### config.mk
export PLATFORM = sky130hd
export DESIGN_NAME = proc_control_fsm
export DESIGN_NICKNAME = d
export VERILOG_FILES = /design/src/rtl/proc_pkg.sv /design/src/rtl/proc_step_counter.sv /design/src/rtl/proc_control_fsm.sv
export SDC_FILE = /design/constraint.sdc
export NUM_CORES = 1
export LEC_CHECK = 0
export BUFFER_PORTS_ARGS = -buffer_cell sky130_fd_sc_hd__buf_2
export CAP_MARGIN = 15
export CORE_MARGIN = 1.5
export CORE_UTILIZATION = 43
export DETAILED_ROUTE_END_ITERATION = 6
export HOLD_SLACK_MARGIN = 0.08
export MAX_ROUTING_LAYER = met4
export PLACE_DENSITY = 0.73
export SYNTH_ARGS = -nofsm -noshare
export SYNTH_HDL_FRONTEND = slang
export SYNTH_SLANG_ARGS = --single-unit
### constraint.sdc
create_clock -name clk -period 1.4 [get_ports clk]
set_clock_uncertainty 0.05 [all_clocks]
set_input_delay 0.07 -clock clk [delete_from_list [all_inputs] [get_ports clk]]
set_output_delay 0.07 -clock clk [all_outputs]
set_load 0.1 [all_outputs]
### src/rtl/proc_pkg.sv
// Shared types and field positions for the processor control unit.
package proc_pkg;

    typedef enum logic [2:0] {
        OP_MV   = 3'b000,
        OP_MVI  = 3'b001,
        OP_ADD  = 3'b010,
        OP_SUB  = 3'b011,
        OP_HALT = 3'b111
    } opcode_e;

    typedef enum logic [2:0] {
        T0   = 3'd0,
        T1   = 3'd1,
        T2   = 3'd2,
        T3   = 3'd3,
        HALT = 3'd4
    } step_e;

    localparam int OPC_HI = 8;
    localparam int OPC_LO = 6;
    localparam int RX_HI  = 5;
    localparam int RX_LO  = 3;
    localparam int RY_HI  = 2;
    localparam int RY_LO  = 0;

endpackage

### src/rtl/proc_step_counter.sv
// Two-bit time-slot counter with synchronous clear and count enable.
module proc_step_counter (
    input  logic       clk,
    input  logic       clr,
    input  logic       en,
    output logic [1:0] cnt
);

    logic [1:0] cnt_q, cnt_d;

    always_comb begin
        cnt_d = cnt_q;
        if (clr)
            cnt_d = 2'd0;
        else if (en)
            cnt_d = cnt_q + 2'd1;
    end

    always_ff @(posedge clk) begin
        cnt_q <= cnt_d;
    end

    assign cnt = cnt_q;

endmodule

### src/rtl/proc_control_fsm.sv
// Instruction sequencing control for the simple processor.
// Define PROC_CTRL_HALT_EN to make opcode 111 halt until reset.
module proc_control_fsm
    import proc_pkg::*;
#(
    parameter int INSTR_W = 9,
    parameter int SEL_W   = 3
) (
    input  logic               clk,
    input  logic               rst,
    input  logic               run,
    input  logic [INSTR_W-1:0] din,
    output logic               ir_in,
    output logic [SEL_W-1:0]   rin_sel,
    output logic               rin_en,
    output logic [SEL_W-1:0]   rout_sel,
    output logic               rout_en,
    output logic               din_out,
    output logic               a_in,
    output logic               g_in,
    output logic               g_out,
    output logic               add_sub,
    output logic               done,
    output logic               halted
);

    step_e              step;
    logic [1:0]         cnt;
    logic               cnt_en;
    logic               cnt_clr;
    logic [INSTR_W-1:0] ir_q, ir_d;
    logic [SEL_W-1:0]   rout_sel_q, rout_sel_d;
    logic [2:0]         opc;

    assign opc = ir_q[OPC_HI:OPC_LO];

`ifdef PROC_CTRL_HALT_EN
    logic halt_q, halt_d;
    assign step = halt_q ? HALT : step_e'({1'b0, cnt});
`else
    assign step = step_e'({1'b0, cnt});
`endif

    always_comb begin
        ir_in      = 1'b0;
        rin_en     = 1'b0;
        rout_en    = 1'b0;
        din_out    = 1'b0;
        a_in       = 1'b0;
        g_in       = 1'b0;
        g_out      = 1'b0;
        add_sub    = 1'b0;
        done       = 1'b0;
        halted     = 1'b0;
        cnt_en     = 1'b0;
        ir_d       = ir_q;
        rout_sel_d = rout_sel_q;
`ifdef PROC_CTRL_HALT_EN
        halt_d     = halt_q;
        halted     = halt_q;
`endif
        unique case (step)
            T0: begin
                if (run) begin
                    ir_in  = 1'b1;
                    ir_d   = din;
                    cnt_en = 1'b1;
                end
            end
            T1: begin
                case (opc)
                    OP_MV: begin
                        rout_sel_d = ir_q[RY_HI:RY_LO];
                        rout_en    = 1'b1;
                        rin_en     = 1'b1;
                        done       = 1'b1;
                    end
                    OP_MVI: begin
                        din_out = 1'b1;
                        rin_en  = 1'b1;
                        done    = 1'b1;
                    end
                    OP_ADD, OP_SUB: begin
                        rout_sel_d = ir_q[RX_HI:RX_LO];
                        rout_en    = 1'b1;
                        a_in       = 1'b1;
                        cnt_en     = 1'b1;
                    end
`ifdef PROC_CTRL_HALT_EN
                    OP_HALT: begin
                        done   = 1'b1;
                        halt_d = 1'b1;
                    end
`endif
                    default: done = 1'b1;
                endcase
            end
            T2: begin
                rout_sel_d = ir_q[RY_HI:RY_LO];
                rout_en    = 1'b1;
                g_in       = 1'b1;
                add_sub    = ir_q[OPC_LO];
                cnt_en     = 1'b1;
            end
            T3: begin
                g_out  = 1'b1;
                rin_en = 1'b1;
                done   = 1'b1;
            end
            default: ;
        endcase

        rin_sel  = ir_q[RX_HI:RX_LO];
        rout_sel = rout_sel_d;

        // Reset silences the whole strobe bundle in the same cycle.
        if (rst) begin
            ir_in    = 1'b0;
            rin_sel  = '0;
            rin_en   = 1'b0;
            rout_sel = '0;
            rout_en  = 1'b0;
            din_out  = 1'b0;
            a_in     = 1'b0;
            g_in     = 1'b0;
            g_out    = 1'b0;
            add_sub  = 1'b0;
            done     = 1'b0;
            halted   = 1'b0;
        end
    end

    assign cnt_clr = rst | done;

    proc_step_counter u_step (
        .clk (clk),
        .clr (cnt_clr),
        .en  (cnt_en),
        .cnt (cnt)
    );

    always_ff @(posedge clk) begin
        if (rst) begin
            ir_q       <= '0;
            rout_sel_q <= '0;
        end else begin
            ir_q       <= ir_d;
            rout_sel_q <= rout_sel_d;
        end
    end

`ifdef PROC_CTRL_HALT_EN
    always_ff @(posedge clk) begin
        if (rst)
            halt_q <= 1'b0;
        else
            halt_q <= halt_d;
    end
`endif

endmodule

==> results of run 1 <==
## cells by family after synthesis
group	Yosys count	synth area share [%]
flops	14	35.8
compound gates	24	20.6
simple gates	43	29.8
other cells	1	0.480
mux	1	1.28
buf+inv	8	4.48
xor+xnor	1	1.12
fa+ha+maj	4	6.40
## metrics by stage
step	util [%]	cell area (µm²)	TNS, ps	std cells
after detailed placement	86.7	1480	-893	161
after global placement	86.7	1480	-652	161
after floorplan	-	980	-5680	96
==> results.json, run 1 <==
{
  "status": "stopped before the end",
  "haltStage": "4_1_cts",
  "error_line": "[ERROR DPL-0038] Utilization greater than 100%, impossible to legalize",
  "cts.repair.resized": 18,
  "syn_avg_cell_area_um2": 8.15,
  "root_buffer": "clkbuf_4",
  "start_util_pct": 45.8,
  "synth_warnings": 0,
  "ioPinCount": 28,
  "synth-async-reset-ratio_pct": 0,
  "yosysMostFrequentCell": "dfxtp_1",
  "synth_edf_count": 0,
  "cts.sinks": 14,
  "dp_hpwl_um": 1880,
  "ys_types": 28,
  "place_ws_ps": -186,
  "synth_area_leaders": "dfxtp_1 36%, a21oi_1 7.0%, ha_1 6.4%, nand2_1 6.2%, nor2_1 4.8%",
  "die_h_um": 45.6,
  "gp_congestion": 0.938,
  "syn_area_um2": 782,
  "hold_buffers": 9,
  "synthFlopType": "dfxtp_1",
  "syn_nets": 112,
  "netlist_instances": 96,
  "yosys-top-cells-count": "14 x dfxtp_1, 13 x nand2_1, 11 x a21oi_1",
  "synth_largest_area_cell": "dfxtp_1",
  "ys_seq_area_share_pct": 35.8,
  "htreeDepth": 1,
  "post-cts-setup-buffers": 5,
  "cts_made_buffers": 3,
  "synth_seq_cells": 14,
  "rows": 15,
  "yosysTopAreaCellShare_pct": 35.8,
  "io_buffers": 26,
  "clock_path_buffers": 2,
  "die_w_um": 45.6
}
==> run 2, diff against run 1 <==
Settings changed: CORE_AREA set to 2 2 63 65, CORE_MARGIN 1.5 to unset, CORE_UTILIZATION 43 to unset, DIE_AREA set to 0 0 65 67, HOLD_SLACK_MARGIN 0.08 to unset, MAX_ROUTING_LAYER met4 to unset, PLACE_DENSITY 0.73 to unset, PLACE_DENSITY_LB_ADDON set to 0.15.
Clock period 1.4 ns to 1.8 ns, I/O delays scaled along.
==> run 2 against run 1 <==
Against the previous run:
- the run now ends clean
- area after synthesis is the same
- synthesized cell count is the same
==> results.json, run 2 <==
{
  "wl_per_cell_um": 12.0,
  "die_w_um": 65,
  "mostFrequentLayoutCell": "buf_2",
  "clock_path_buffers": 2,
  "timing.rr.end": "u_step.cnt[1]",
  "maxSlewHeadroom_pct": 62.4,
  "synth_edf_count": 0,
  "start_kind": "flip-flop",
  "antenna_found_initial": 0,
  "start_util_pct": 21.7,
  "synth-async-reset-ratio_pct": 0,
  "drcViolationCount": 0,
  "cp.required_ps": 1660,
  "drtIter0Drc": 20,
  "cp_max_fo": 4,
  "reg2reg_from": "u_step.cnt[1]",
  "htreeDepth": 1,
  "cp_slowest_cell": "or3_4",
  "max-cap-violations": 0,
  "tightest_slew_ps": 563,
  "power.density_nw_per_um2": 1680,
  "rsz0062_at_grt": "true",
  "hold_class": "in -> reg",
  "viasPerCell": 4.47,
  "syn_nets": 112,
  "mostFrequentLayoutCells": "17 x buf_2, 13 x nand2_1, 11 x a21oi_1, 11 x dfxtp_1, 11 x buf_4",
  "worstSetupEndpointType": "output port",
  "synth_seq_cells": 14,
  "finalHoldWorstSlack_ps": 22.4,
  "largest_register_ffs": 9,
  "cts.sinks": 14,
  "finalCritPeriodShare_pct": 98.8,
  "reg2reg_depth": 7,
  "utilization_pct": 38.5,
  "yosysTopAreaCellShare_pct": 35.8,
  "netlist_instances": 96,
  "io_buffers": 26,
  "synthFlopType": "dfxtp_1",
  "regMostFlops": "ir_q",
  "path_clk_slew_ps": 60,
  "clock_latency_ps": 240,
  "dp_hpwl_um": 1810,
  "synth_warnings": 0,
  "die_area_um2": 4360,
  "cts_tree": "yes",
  "finalHoldViolCount": 0,
  "vdd_drop_max_mv": 0.866,
  "synth_largest_area_cell": "dfxtp_1",
  "yosysMostFrequentCell": "dfxtp_1",
  "p_leak_nw": 0.554,
  "firstDrtPassIters": 4,
  "grt_pass1_wl_um": 3900,
  "crit_arrival_ps": 1640,
  "track_usage_pct": 11.8,
  "cts_made_buffers": 3,
  "syn2layout_area_growth_pct": 77.6,
  "die_h_um": 67,
  "root_buffer": "clkbuf_8",
  "rows": 22,
  "hold_depth": 2,
  "finalSetupViolations": 0,
  "grt_start_max_net_pins": 16,
  "placeableCoreArea_um2": 3610,
  "post-route-min-period_ps": 1780,
  "dpl_cell_area_um2": 1250,
  "num-nets-final": 150,
  "max_freq_mhz": 562,
  "ys_types": 28,
  "gp_congestion": 0.718,
  "finalMaxSlewViolations": 0,
  "path_cells": "or3_4 -> a311oi_2 -> buf_4 -> nor4_4 -> buf_6",
  "final_area_um2": 1390,
  "yosys-top-cells-count": "14 x dfxtp_1, 13 x nand2_1, 11 x a21oi_1",
  "via_count": 809,
  "crit_type": "reg -> out",
  "crit_path_start": "ir_q[6]",
  "critPathMaxStageDelay_ps": 440,
  "status": "complete, no violations",
  "hold_buffers": 0,
  "reg2reg_slack_ps": 310,
  "overflow": 0,
  "syn_avg_cell_area_um2": 8.15,
  "synth_area_leaders": "dfxtp_1 36%, a21oi_1 7.0%, ha_1 6.4%, nand2_1 6.2%, nor2_1 4.8%",
  "ys_seq_area_share_pct": 35.8,
  "drive_gt1_share_pct": 57.9,
  "crit_path_end": "rout_sel[1]",
  "wl_um": 2180,
  "n_antenna_cell": 0,
  "grt_pass1_vias": 828,
  "ioPinCount": 28,
  "syn_area_um2": 782,
  "ant_nets": 0
}
run 2: worst min path at each step:
| stage | startpoint | end | slack, ps |
|---|---|---|---|
| global placement | din[5] | ir_q[5] | 270 |
| finish | din[4] | ir_q[4] | 20 |
| detailed placement | din[4] | ir_q[4] | 270 |
| floorplan | din[0] | ir_q[0] | 180 |
| CTS | din[4] | ir_q[4] | 20 |
| global route | din[4] | ir_q[4] | 20 |
run 2: cell families (layout without fill, tap and decap cells):
kind of cell | after synthesis | after routing | share of synthesized area, %
compound gates | 24 | 24 | 20.6
other cells | 1 | 1 | 0.480
buf+inv | 8 | 45 | 4.48
flops | 14 | 14 | 35.8
xor+xnor | 1 | 1 | 1.12
simple gates | 43 | 43 | 29.8
mux | 1 | 1 | 1.28
fa+ha+maj | 4 | 4 | 6.40
run 2: critical path: cells and delay by family, from the launching register on:
family	cells	cell delay, ps
and+or+nand+nor	2	470
buffers and inverters	2	370
DFF	1	350
AOI/OAI and AO/OA	1	210
run 2: metal layers:
metal | global-route usage [%] | share of wire [%] | wire (µm)
met5 | 0 | 0 | 0
met4 | 6.38 | 1.7 | 38
met3 | 1.69 | 2.6 | 56
met2 | 20.5 | 53 | 1160
met1 | 14.0 | 42 | 920
run 2: area by class of cell:
| class | instances | area, µm² |
|---|---|---|
| multi-input cells | 74 | 668 |
| repair buffers | 37 | 309 |
| well taps | 48 | 60.1 |
| fillers | 364 | 2220 |
| inverters | 4 | 20.0 |
| flip-flops and latches | 14 | 287 |
| clock buffers | 4 | 45.0 |
run 2: what timing repair did:
| action | CTS | global route |
|---|---|---|
| pin swaps | 4 | 0 |
| endpoints found under the setup margin | 4 | 5 |
| buffers inserted | 1 | 0 |
| resized for setup | 16 | 5 |
run 2: report_power, final:
part / leakage (nW) / switching [mW] / internal [mW]
registers: 0.117 / 0.0663 / 0.408
logic: 0.415 / 1.02 / 0.588
clock network: 0.0228 / 0.0998 / 0.156
total: 0.554 / 1.18 / 1.15
run 2: per-stage QoR:
stage	power (mW)	setup WS (ps)	setup TNS [ps]	cells
global route	2.49	-71.0	-181	181
global placement	1.94	51.2	0	177
detailed placement	1.94	27.0	0	177
floorplan	1.60	-358	-2070	96
CTS	2.32	0.751	0	181
finish	2.33	21.2	0	181
Power figures use the tool's default switching activity.
